===== src/rtl/tx_gearbox_6664_pkg.sv =====
// Shared constants, types and the block/leftover composer for the 66b->64b TX gearbox.
// One 33-cycle sequence packs 32 blocks of 66 bits into 33 words of 64 bits.
package tx_gearbox_6664_pkg;

  localparam int unsigned GB_SEQ_LEN   = 33;
  localparam int unsigned GB_BLOCK_W   = 66;
  localparam int unsigned GB_PAYLOAD_W = 64;
  localparam int unsigned GB_HEADER_W  = 2;
  localparam int unsigned GB_WORD_W    = 64;

  typedef logic [5:0] gb_seq_t;

  localparam gb_seq_t GB_PAUSE_SEQ = 6'd32;

  typedef enum logic {
    GB_PHASE_BLOCK,
    GB_PHASE_PAUSE
  } gb_phase_t;

  // Leftover bits above 2*seq are held at zero, so a plain OR merges them.
  function automatic logic [127:0] gb_compose(
    input logic [GB_BLOCK_W-1:0] blk,
    input logic [GB_WORD_W-1:0]  leftover,
    input gb_seq_t               seq
  );
    logic [6:0] shamt;
    shamt = {1'b0, seq[4:0], 1'b0};
    return ({62'b0, blk} << shamt) | {64'b0, leftover};
  endfunction

endpackage


===== src/rtl/tx_gearbox_6664_if.sv =====
// Block-in / word-out bundle between the scrambler, the gearbox and the serializer.
interface tx_gearbox_6664_if;
  import tx_gearbox_6664_pkg::*;

  logic [GB_PAYLOAD_W-1:0] i_txd;
  logic [GB_HEADER_W-1:0]  i_tx_header;
  logic [GB_WORD_W-1:0]    o_txd;
  logic                    o_tx_pause;

  modport master (
    output i_txd,
    output i_tx_header,
    input  o_txd,
    input  o_tx_pause
  );

  modport slave (
    input  i_txd,
    input  i_tx_header,
    output o_txd,
    output o_tx_pause
  );

endinterface


===== src/rtl/tx_gearbox_6664.sv =====
// 64b/66b TX gearbox: one 66-bit block per cycle in, continuous 64-bit words out,
// with a one-cycle pause every 33 cycles while the accumulated leftover drains.
module tx_gearbox_6664
  import tx_gearbox_6664_pkg::*;
(
  input  logic                 i_txc,
  input  logic                 i_reset_n,
  tx_gearbox_6664_if.slave     gb
);

  gb_seq_t                seq;
  logic [GB_WORD_W-1:0]   leftover;
  logic [GB_WORD_W-1:0]   txd_q;
  logic [127:0]           cat;
  gb_phase_t              phase;

  // Pause is decoded from the registered sequence count only, never from inputs.
  always_comb begin
    phase = GB_PHASE_BLOCK;
    if (seq == GB_PAUSE_SEQ) begin
      phase = GB_PHASE_PAUSE;
    end
  end

  always_comb begin
    cat = '0;
    cat = gb_compose({gb.i_txd, gb.i_tx_header}, leftover, seq);
  end

  always_ff @(posedge i_txc or negedge i_reset_n) begin
    if (!i_reset_n) begin
      seq      <= '0;
      leftover <= '0;
      txd_q    <= '0;
    end else if (phase == GB_PHASE_PAUSE) begin
      txd_q    <= leftover;
      leftover <= '0;
      seq      <= '0;
    end else begin
      txd_q    <= cat[63:0];
      leftover <= cat[127:64];
      seq      <= seq + 6'd1;
    end
  end

  assign gb.o_txd      = txd_q;
  assign gb.o_tx_pause = (phase == GB_PHASE_PAUSE);

endmodule

===== src/flat_wrapper.sv =====
// flat-port wrapper written by rule: the top's interface ports become plain ports
module tx_gearbox_6664_flat import tx_gearbox_6664_pkg::*;
  (i_txc, i_reset_n, gb_i_txd, gb_i_tx_header, gb_o_txd, gb_o_tx_pause);
  tx_gearbox_6664_if gb_i ();
  input  logic i_txc;
  input  logic i_reset_n;
  input wire logic [$bits(gb_i.i_txd)-1:0] gb_i_txd;
  input wire logic [$bits(gb_i.i_tx_header)-1:0] gb_i_tx_header;
  output wire logic [$bits(gb_i.o_txd)-1:0] gb_o_txd;
  output wire logic [$bits(gb_i.o_tx_pause)-1:0] gb_o_tx_pause;
  assign gb_i.i_txd = gb_i_txd;
  assign gb_i.i_tx_header = gb_i_tx_header;
  assign gb_o_txd = gb_i.o_txd;
  assign gb_o_tx_pause = gb_i.o_tx_pause;
  tx_gearbox_6664 u_core (.i_txc(i_txc), .i_reset_n(i_reset_n), .gb(gb_i));
endmodule

===== config.mk =====
export PLATFORM = sky130hd
export DESIGN_NAME = tx_gearbox_6664_flat
export DESIGN_NICKNAME = d
export VERILOG_FILES = /design/src/rtl/tx_gearbox_6664_pkg.sv /design/src/rtl/tx_gearbox_6664_if.sv /design/src/rtl/tx_gearbox_6664.sv /design/src/flat_wrapper.sv
export SDC_FILE = /design/constraint.sdc
export NUM_CORES = 1
export LEC_CHECK = 0
export ABC_AREA = 1
export CORE_MARGIN = 2
export CORE_UTILIZATION = 50
export CTS_BUF_LIST = sky130_fd_sc_hd__clkbuf_4 sky130_fd_sc_hd__clkbuf_8
export DETAILED_ROUTE_END_ITERATION = 6
export GPL_TIMING_DRIVEN = 0
export PLACE_DENSITY_LB_ADDON = 0.15
export SLEW_MARGIN = 15
export SYNTH_ARGS = -nofsm -noshare
export SYNTH_HDL_FRONTEND = slang
export SYNTH_SLANG_ARGS = --single-unit

===== constraint.sdc =====
create_clock -name i_txc -period 1.9 [get_ports i_txc]
set_input_delay 0.38 -clock i_txc [delete_from_list [all_inputs] [get_ports i_txc]]
set_output_delay 0.38 -clock i_txc [all_outputs]
set_load 0.03 [all_outputs]

==> results of run 1 <==
==> state kept, by name, summed over array words and instances (netlist names) <==
register         count
u_core.gb.o_txd     64
u_core.seq           6
u_core.leftover     64
==> worst max-delay path by stage <==
| stage | end | cells past startpoint |
|---|---|---|
| finish | gb_o_tx_pause | 5 |
| global route | gb_o_tx_pause | 7 |
| CTS | gb_o_tx_pause | 8 |
| detailed placement | gb_o_tx_pause | 7 |
| global placement | u_core.gb.o_txd[61] | 1 |
| floorplan | u_core.gb.o_txd[56] | 12 |
==> worst max-delay path, delay by kind of cell (launching register included) <==
kind | cells | cell delay, ps
DFF | 1 | 370
buffers and inverters | 4 | 700
and+or+nand+nor | 1 | 160
==> area by class of cell <==
cell class / instances / share of cell area
buffer: 77 / 0.0479
inverter: 48 / 0.0165
multi-input combinational: 859 / 0.450
clock inverter: 15 / 0.0136
clock buffer: 17 / 0.0200
sequential: 134 / 0.287
tap: 216 / 0.0231
timing repair buffer: 158 / 0.142
==> where the power goes <==
part	internal [mW]	total, mW	switching (mW)
logic	0.409	1.09	0.676
registers	2.95	2.98	0.0311
clock network	1.09	2.57	1.48
total	4.45	6.64	2.19
==> through the flow <==
stage	cell area, µm²	cells	total power, mW
5_1_grt	11700	1524	6.75
4_1_cts	10800	1521	6.44
3_3_place_gp	9690	1469	3.97
2_1_floorplan	8100	1121	3.46
3_5_place_dp	9720	1470	3.99
6_report	11700	1524	6.64
==> logic make-up (layout without fill, tap and decap cells) <==
| logic type | count (synthesis) | count (layout) | synth area share |
|---|---|---|---|
| flops | 134 | 134 | 0.414 |
| fa+ha+maj | 2 | 2 | 0.00309 |
| simple gates | 773 | 773 | 0.439 |
| xor+xnor | 2 | 2 | 0.00216 |
| buf+inv | 128 | 315 | 0.0763 |
| compound gates | 82 | 82 | 0.0652 |
==> synth_stat cells <==
library cell  instances
buf_12                1
ha_1                  2
o21bai_1             19
buf_2                35
nand3_2               1
clkbuf_1             11
nand2_2               4
o21bai_2              1
xor2_1                2
buf_6                 7
inv_4                 1
buf_4                 3
o21ai_0               6
inv_1                43
nand3_1             476
nor3b_1               2
buf_1                22
inv_2                 4
a21o_1                6
a21oi_1               9
dfrtp_1             134
nand2_1             237
nor2_4                1
nor2_1               41
o21a_1                4
o21ai_1              23
and2_1                2
nor2_2                1
o31ai_1               2
a31oi_1               1
a31o_1                4
nand4_1               8
buf_8                 1
o211ai_1              7
==> what timing repair did <==
| action | 4_1_cts | 5_1_grt |
|---|---|---|
| pin swaps | 22 | 23 |
| hold buffers | 1 | 0 |
| setup endpoints to repair | 93 | 116 |
| buffers inserted | 16 | 6 |
| hold endpoints to repair | 69 | 0 |
| cloned | 2 | 1 |
| gates resized for setup | 134 | 187 |
==> layer usage <==
metal	part of all wire	global-route usage	vias to the layer above
li1	-	-	4229
met1	0.33	0.588	4857
met2	0.40	0.694	1142
met3	0.16	0.179	349
met4	0.11	0.350	2
met5	0.00059	0	-
==> results by group, run 1 <==
Synth
  • Syn Inst Count: 1121
  • Share of the synthesized area in the top cell type: 0.414
  • Register area share after synthesis: 0.414
  • YS warnings: 0
  • #FFs+latches synth: between 100 and 150
  • Netlist Area Pre-Place: between 8000 and 9000 µm²
  • Top cells by area, synth: dfrtp_1 41%, nand3_1 29%, nand2_1 11%, buf_2 2.2%, inv_1 2.0%
  • Syn Area/Cell: ~7.2 µm²
  • Syn_nets: 1191
  • Unique masters post-synth: 34
  • Dominant cell type by area after synthesis: dfrtp_1

Global route
  • First-pass GRT wire length: between 60000 and 70000 µm
  • Vias in the first global route: between 9k and 10k
  • Initial antenna violation count: 0
  • Grt ovf: 0
  • Largest net degree at the start of global routing: 71
  • Total GRT Usage: 0.480

STA
  • Clock period minus worst slack: 2100 ps
  • Fin. Hold Viols: 0
  • RSZ-0062 raised after global routing: yes
  • # setup viols final: 45
  • Worst-margin pin slew: 972 ps
  • FMAX: between 400 and 500 MHz
  • Worst setup margin: -205 ps
  • Worst slew margin: 0.352
  • Min Hold Slack: roughly 430 ps
  • Period Utilization, post-route: 1.11
  • Clk_skew: about 22 ps
  • Setup TNS: -2520 ps
  • Slew Viols, Final: 0

Die
  • Row count: 46
  • Core Area: roughly 16000 µm²
  • Die X: approximately 130 µm
  • Die H: roughly 130 µm
  • Die footprint: around 17000 µm²
  • IO Pins: approximately 130
  • Initial Util: 0.510

Outcome
  • Failing checks: negative setup slack
  • Status: finished with violations

Setup path
  • FF-to-FF Start: u_core.seq[4]
  • Worst path max stage delay: 370 ps
  • CP max stage cell: dfrtp_1
  • Worst flop-to-flop path endpoint: u_core.gb.o_txd[46]
  • WP data required: between 1500 and 2000 ps
  • Cell depth of the worst flop-to-flop path: 11
  • WS Path Type: register to output pin
  • Crit path from: u_core.seq[4]
  • Critical Path End Type: output pin
  • Crit-path cells: buf_2 -> inv_6 -> nand4_1 -> inv_2 -> buf_6
  • CP Max Fanout: 10
  • Reg-to-reg slack, setup: -180 ps
  • Startpoint Class: register
  • CP arrival: around 1700 ps

CTS
  • Maximum clock insertion buffer count: 2
  • CTS Buf Count: 17
  • Clk_lat worst skew: around 500 ps
  • Clk root buf: clkbuf_8
  • CTS tree: built
  • CTS H-tree depth: 4
  • Reg clk slew, reported paths: 90 ps
  • CTS Sinks: approximately 130

Finish
  • P&R area growth vs syn: 44.4%
  • Share of cells above drive strength 1: 0.248
  • Footprint of the multi-input gates: approximately 5300 µm²
  • Commonest non-fill, non-tap cells in the layout: 309 x nand3_1, 232 x nand2_1, 142 x nand3_2, 133 x dfrtp_1, 120 x clkdlybuf4s50_1
  • Sequential Area: about 3400 µm²
  • # diodes: 0
  • Fillers: approximately 1.2k
  • Commonest non-fill, non-tap cell in the layout: nand3_1
  • Finished Core Util: 0.736
  • Final #Nets: 1365

Route
  • Final WL: approximately 44000 µm
  • DR pass1 iterations: 7
  • Routed WL per cell: ~29 µm
  • # DRC: 0
  • Vias: 10.6k
  • ANT nets after route: 0
  • DR iter-0 viols: ~2.0k
  • Vias per cell: 6.94

Power and ir drop
  • Leakage: roughly 5.3 nW
  • Peak VDD IR: 0.383 mV
  • P per Cell Area: 568 nW/µm²

Placed design
  • Port bufs: 132
  • Gp weighted congestion: roughly 1.1
  • Post-DP HPWL: between 30000 and 40000 µm
  • Setup Slack @ Placement: -744 ps

Run
  • Max-cap violation count: 0

Hold path
  • Hold endpoint: u_core.gb.o_txd[1]
  • Worst hold path depth: 1
  • Tightest Hold Check Type: register to register
  • Min-delay src: u_core.leftover[1]
Power figures use the tool's default switching activity.
==> inputs of run 2 (changes only) <==
Settings changed: CORE_MARGIN 2 to unset.
==> results by group, run 2 (synthesis results as in run 1) <==
Outcome
  • Status: finished with violations
  • Failing checks: design-rule violations, negative setup slack

Setup path
  • Startpoint Class: register
  • Critical Path End Type: register
  • WP data required: 2320 ps (+800 ps)
  • Crit path from: u_core.seq[2]
  • CP Max Fanout: 10 (unchanged)
  • CP arrival: 2730 ps (+1010 ps)
  • FF-to-FF Start: u_core.seq[2]
  • WS Path Type: register to register

Die
  • Initial Util: 0.512 (+0.00185)
  • Die X: 129 µm (-1.5%)
  • Core Area: 15800 µm² (-0.36%)
  • Row count: 46 (unchanged)
  • Die footprint: 16700 µm² (-3.0%)
  • IO Pins: 133 (unchanged)
  • Die H: 129 µm (-1.5%)

STA
  • Fin. Hold Viols: 0 (unchanged)
  • Min Hold Slack: 366 ps (-66.5 ps)
  • Slew Viols, Final: 0 (unchanged)
  • FMAX: 432 MHz (-9.0%)
  • Worst slew margin: 0.411 (+0.0597)
  • RSZ-0062 raised after global routing: yes
  • Clk_skew: 20.9 ps (-1.26 ps)
  • Worst-margin pin slew: 883 ps (-89.5 ps)
  • Worst setup margin: -413 ps (-208 ps)
  • # setup viols final: 87 (+93%)
  • Clock period minus worst slack: 2310 ps (+208 ps)
  • Period Utilization, post-route: 1.22 (+0.109)

Finish
  • Fillers: 1204 (-3.3%)
  • Commonest non-fill, non-tap cells in the layout: 348 x nand3_1, 232 x nand2_1, 133 x dfrtp_1, 108 x nand3_2, 104 x clkdlybuf4s50_1
  • Share of cells above drive strength 1: 0.212 (-0.0353)
  • Final #Nets: 1361 (-0.29%)
  • Commonest non-fill, non-tap cell in the layout: nand3_1
  • Finished Core Util: 0.722 (-0.0142)
  • P&R area growth vs syn: 41.1%

CTS
  • CTS tree: built
  • Reg clk slew, reported paths: 100 ps (about the same)
  • CTS Buf Count: 17 (unchanged)
  • CTS H-tree depth: 4 (unchanged)
  • Clk root buf: clkbuf_8
  • Clk_lat worst skew: 510 ps (about the same)
  • Maximum clock insertion buffer count: 2 (unchanged)
  • CTS Sinks: 134 (unchanged)

Power and ir drop
  • P_sw: 2.19 mW (about the same)
  • Peak VDD IR: 0.568 mV (+48%)
  • Leakage: 5.35 nW (+0.70%)
  • Seq pwr share: 0.451 (+0.002)
  • Sw frac: 0.330 (+0.000597)
  • Clock Power Share: 0.387 (about the same)
  • Part of the power in combinational logic: 0.162 (about the same)
  • Internal cell power: 4.44 mW (-0.33%)
  • P per Cell Area: 580 nW/µm² (+2.1%)

Global route
  • Grt ovf: 0 (unchanged)
  • Total GRT Usage: 0.533 (+0.0526)
  • Initial antenna violation count: 2 (+2)
  • Largest net degree at the start of global routing: 92 (+30%)
  • First-pass GRT wire length: 61600 µm (+1.6%)
  • Vias in the first global route: 9866 (+2.4%)

Route
  • # DRC: 61 (+61)
  • ANT nets after route: 0 (unchanged)
  • DR pass1 iterations: 7 (unchanged)
  • DR iter-0 viols: 2092 (+5.8%)
  • Vias per cell: 7.06 (+1.7%)
  • Vias: 10.7k (+1.5%)
  • Final WL: 46000 µm (+5.3%)
  • Routed WL per cell: 30.3 µm (+5.5%)

Placed design
  • Port bufs: 132 (unchanged)
  • Gp weighted congestion: 1.11 (-2.2%)
  • Setup Slack @ Placement: -794 ps (-50.2 ps)
  • Post-DP HPWL: 32100 µm (+1.7%)

Run
  • Max-cap violation count: 0 (unchanged)

Hold path
  • Tightest Hold Check Type: input port to asynchronous set/reset pin
==> run 2: cell types whose count changed in the layout (fill, tap and decap cells not counted), sizes merged <==
cell / delta
dlymetal6s2s: +16
inv: -3
clkinvlp: +2
buf: -6
clkdlybuf4s50: -16
clkinv: +1
diode: +1
clkbuf: +2
==> run 2: per-stage QoR <==
step | instance area (µm²) | setup TNS [ps] | power (mW) | instances
6_report | 11400 | -6770 | 6.63 | 1521
2_1_floorplan | 8100 | 0 | 3.46 | 1121
3_3_place_gp | 9690 | -646880 | 3.97 | 1469
5_1_grt | 11400 | -6940 | 6.76 | 1521
4_1_cts | 10600 | -171 | 6.43 | 1520
3_5_place_dp | 9720 | -40550 | 3.99 | 1470
==> run 2: metal layers <==
metal | part of all wire | track usage | vias to the layer above
li1 | - | - | 4217
met1 | 0.32 | 0.607 | 4900
met2 | 0.40 | 0.759 | 1200
met3 | 0.17 | 0.248 | 415
met4 | 0.10 | 0.443 | 6
met5 | 0.0020 | 0.0118 | -
==> run 2: final timing paths <==
check	to	slack (ps)	depth (start not counted)
worst max-delay path	u_core.leftover[16]	-410	7
worst min-delay path	u_core.gb.o_txd[3]	370	2
worst max register to register	u_core.leftover[16]	-410	7
worst min register to register	u_core.gb.o_txd[18]	420	1
max in group asynchronous	u_core.leftover[28]	720	3
min in group i_txc	u_core.gb.o_txd[18]	420	1
==> run 2: power groups by stage <==
stage	logic [mW]	registers (mW)	clock network (mW)
4_1_cts	0.969	2.98	2.48
3_5_place_dp	0.947	3.04	0
3_3_place_gp	0.934	3.03	0
5_1_grt	1.12	2.99	2.65
6_report	1.08	2.99	2.56
2_1_floorplan	0.284	3.18	0
==> run 2: layout make-up <==
class | instances | area [µm²] | area share
Antenna cell | 1 | 2.50 | 0.000219
Timing Repair Buffer | 153 | 1620 | 0.141
Clock inverter | 15 | 163 | 0.0142
Sequential cell | 134 | 3350 | 0.294
Buffer | 78 | 597 | 0.0522
Clock buffer | 17 | 234 | 0.0205
Tap cell | 216 | 270 | 0.0237
Multi-Input combinational cell | 859 | 5000 | 0.437
Inverter | 48 | 190 | 0.0166
==> run 2: repair_timing <==
item                                    4_1_cts  5_1_grt
pin swaps                                     9       24
endpoints found under the setup margin      111      133
hold buffers                                  1        0
buffers inserted                             15        2
resized for setup                           103      182
gates cloned                                  2        0
hold endpoints to repair                     43        0
==> run 2: worst max-delay path, stage by stage, from the launching register on <==
cell and delay [ps]:
dfrtp_1 370, buf_2 160, inv_2 210, clkbuf_2 410, nand3_1 290, nand3_2 200
nand3_1 390, nand2_1 190
==> inputs of run 3 (changes only) <==
Settings changed: PLACE_DENSITY set to 0.91, PLACE_DENSITY_LB_ADDON 0.15 to unset.
==> results by group, run 3 (synthesis results as in run 1) <==
CTS
  • Clk_lat worst skew: 480 ps (-30 ps)
  • CTS tree: built
  • Reg clk slew, reported paths: 120 ps (+20 ps)
  • CTS H-tree depth: 4 (unchanged)
  • CTS Buf Count: 17 (unchanged)
  • CTS Sinks: 134 (unchanged)
  • Clk root buf: clkbuf_8
  • Maximum clock insertion buffer count: 2 (unchanged)

Die
  • Die H: 129 µm (unchanged)
  • Core Area: 15800 µm² (unchanged)
  • IO Pins: 133 (unchanged)
  • Die X: 129 µm (unchanged)
  • Row count: 46 (unchanged)
  • Initial Util: 0.512 (unchanged)
  • Die footprint: 16700 µm² (unchanged)

Setup path
  • Crit-path cells: inv_4 -> buf_12 -> buf_12 -> ha_4 -> nand4_1 -> inv_2 -> buf_6
  • CP arrival: 1740 ps (-990 ps)
  • Startpoint Class: register
  • CP max stage cell: dfrtp_2
  • Worst path max stage delay: 460 ps (+50 ps)
  • FF-to-FF Start: u_core.seq[0]
  • Reg-to-reg slack, setup: -170 ps (+240 ps)
  • Most used cell along the critical path: buf_12
  • Worst flop-to-flop path endpoint: u_core.gb.o_txd[44]
  • WP data required: 1520 ps (-800 ps)
  • CP Max Fanout: 3 (-7)
  • Cell depth of the worst flop-to-flop path: 12 (+5)
  • WS Path Type: register to output pin
  • Critical Path End Type: output pin

Global route
  • First-pass GRT wire length: 58400 µm (-5.1%)
  • Total GRT Usage: 0.501 (-0.0313)
  • Grt ovf: 0 (unchanged)
  • Largest net degree at the start of global routing: 89 (-3.3%)
  • Initial antenna violation count: 0 (-2)
  • Vias in the first global route: 9337 (-5.4%)

Route
  • ANT nets after route: 0 (unchanged)
  • Vias: 10.3k (-4.1%)
  • Vias per cell: 6.80 (-3.7%)
  • # DRC: 4 (-93%)
  • DR pass1 iterations: 7 (unchanged)
  • DR iter-0 viols: 1747 (-16%)
  • Routed WL per cell: 27.2 µm (-10%)
  • Final WL: 41200 µm (-10%)

Outcome
  • Failing checks: design-rule violations, negative setup slack
  • Status: finished with violations

Hold path
  • Tightest Hold Check Type: input port to asynchronous set/reset pin

Placed design
  • Post-DP HPWL: 31400 µm (-2.4%)
  • Setup Slack @ Placement: -857 ps (-62.8 ps)
  • Dpl cells: 1470 (unchanged)
  • Port bufs: 132 (unchanged)
  • Gp weighted congestion: 1.14 (+3.1%)

Finish
  • Fillers: 1342 (+11%)
  • Commonest non-fill, non-tap cell in the layout: nand3_1
  • Footprint of the multi-input gates: 4790 µm² (-4.2%)
  • Final #Nets: 1353 (-0.59%)
  • Share of cells above drive strength 1: 0.192 (-0.0203)
  • Sequential Area: 3350 µm² (unchanged)
  • Post-Layout Cell Count: 1514 (-0.46%)
  • P&R area growth vs syn: 36.8%
  • Commonest non-fill, non-tap cells in the layout: 372 x nand3_1, 230 x nand2_1, 133 x dfrtp_1, 108 x clkdlybuf4s50_1, 95 x nand3_2

STA
  • # setup viols final: 33 (-62%)
  • Clock period minus worst slack: 2120 ps (-197 ps)
  • Worst-margin pin slew: 843 ps (-39.5 ps)
  • FMAX: 473 MHz (+9.3%)
  • Worst setup margin: -216 ps (+197 ps)
  • Clk_skew: 25.8 ps (+4.88 ps)
  • Period Utilization, post-route: 1.11 (-0.104)
  • RSZ-0062 raised after global routing: yes
  • Fin. Hold Viols: 0 (unchanged)
  • Slew Viols, Final: 0 (unchanged)
  • Worst slew margin: 0.438 (+0.0263)

Power and ir drop
  • Leakage: 5.21 nW (-2.6%)
  • Peak VDD IR: 0.502 mV (-12%)
  • Pwr Total: 6.58 mW (-0.70%)
  • P per Cell Area: 594 nW/µm² (+2.4%)

Run
  • Max-cap violation count: 0 (unchanged)
run 3: cell count changes in the layout (fill, tap and decap cells not counted), sizes merged:
cell           delta
buf              -12
clkinvlp          -2
dlygate4sd2       +2
diode             +1
clkbuf            +4
dlymetal6s2s      -6
clkdlybuf4s50     +4
inv               +2
run 3: power by group:
part / internal, mW / total [mW] / switching [mW]
logic: 0.392 / 1.03 / 0.641
clock network: 1.12 / 2.57 / 1.44
registers: 2.95 / 2.98 / 0.0297
total: 4.47 / 6.58 / 2.12
run 3: worst max-delay path by stage:
| stage | startpoint | endpoint | depth (start not counted) |
|---|---|---|---|
| after detailed placement | u_core.seq[1] | gb_o_tx_pause | 7 |
| after CTS | u_core.seq[0] | gb_o_tx_pause | 8 |
| after global placement | i_reset_n | u_core.gb.o_txd[61] | 1 |
| final | u_core.seq[0] | gb_o_tx_pause | 7 |
| after floorplan | u_core.seq[0] | u_core.gb.o_txd[56] | 12 |
| after global routing | u_core.seq[1] | gb_o_tx_pause | 7 |
run 3: per-stage QoR:
step                setup TNS, ps   util  cell area (µm²)  hold slack (ps)
finish                      -2370  0.700            11100              423
global route                -3240  0.700            11100              453
CTS                         -3370  0.660            10400              424
detailed placement         -34830  0.614             9720              351
global placement          -651160  0.612             9690              409
floorplan                       0      -             8100             84.4
run 3: critical path, delay by kind of cell (launching register included):
kind / cells / cell delay (ps)
fa+ha+maj: 1 / 130
flops: 1 / 460
simple gates: 1 / 130
buf+inv: 5 / 530
run 3: per-layer routing:
metal,vias up,global-route usage,wire (µm)
met5,-,0,0
met4,0,0.354,3930
met3,299,0.175,6310
met2,1042,0.739,17100
met1,4746,0.614,13800
li1,4206,-,-
run 3: area by class of cell:
class,instances,share of cell area
Multi-Input combinational cell,859,0.432
Sequential cell,134,0.303
Timing Repair Buffer,144,0.134
Buffer,79,0.0523
Tap cell,216,0.0244
Clock buffer,17,0.0211
Inverter,48,0.0165
Clock inverter,15,0.0164
Antenna cell,2,0.000452
run 3: timing repair:
action                                  in CTS  in global routing
pin swaps                                    4                  7
gates resized for setup                     78                156
buffers inserted                             7                  3
cloned                                       0                  0
hold endpoints to repair                    46                  0
hold buffers                                 1                  0
endpoints found under the setup margin     106                137
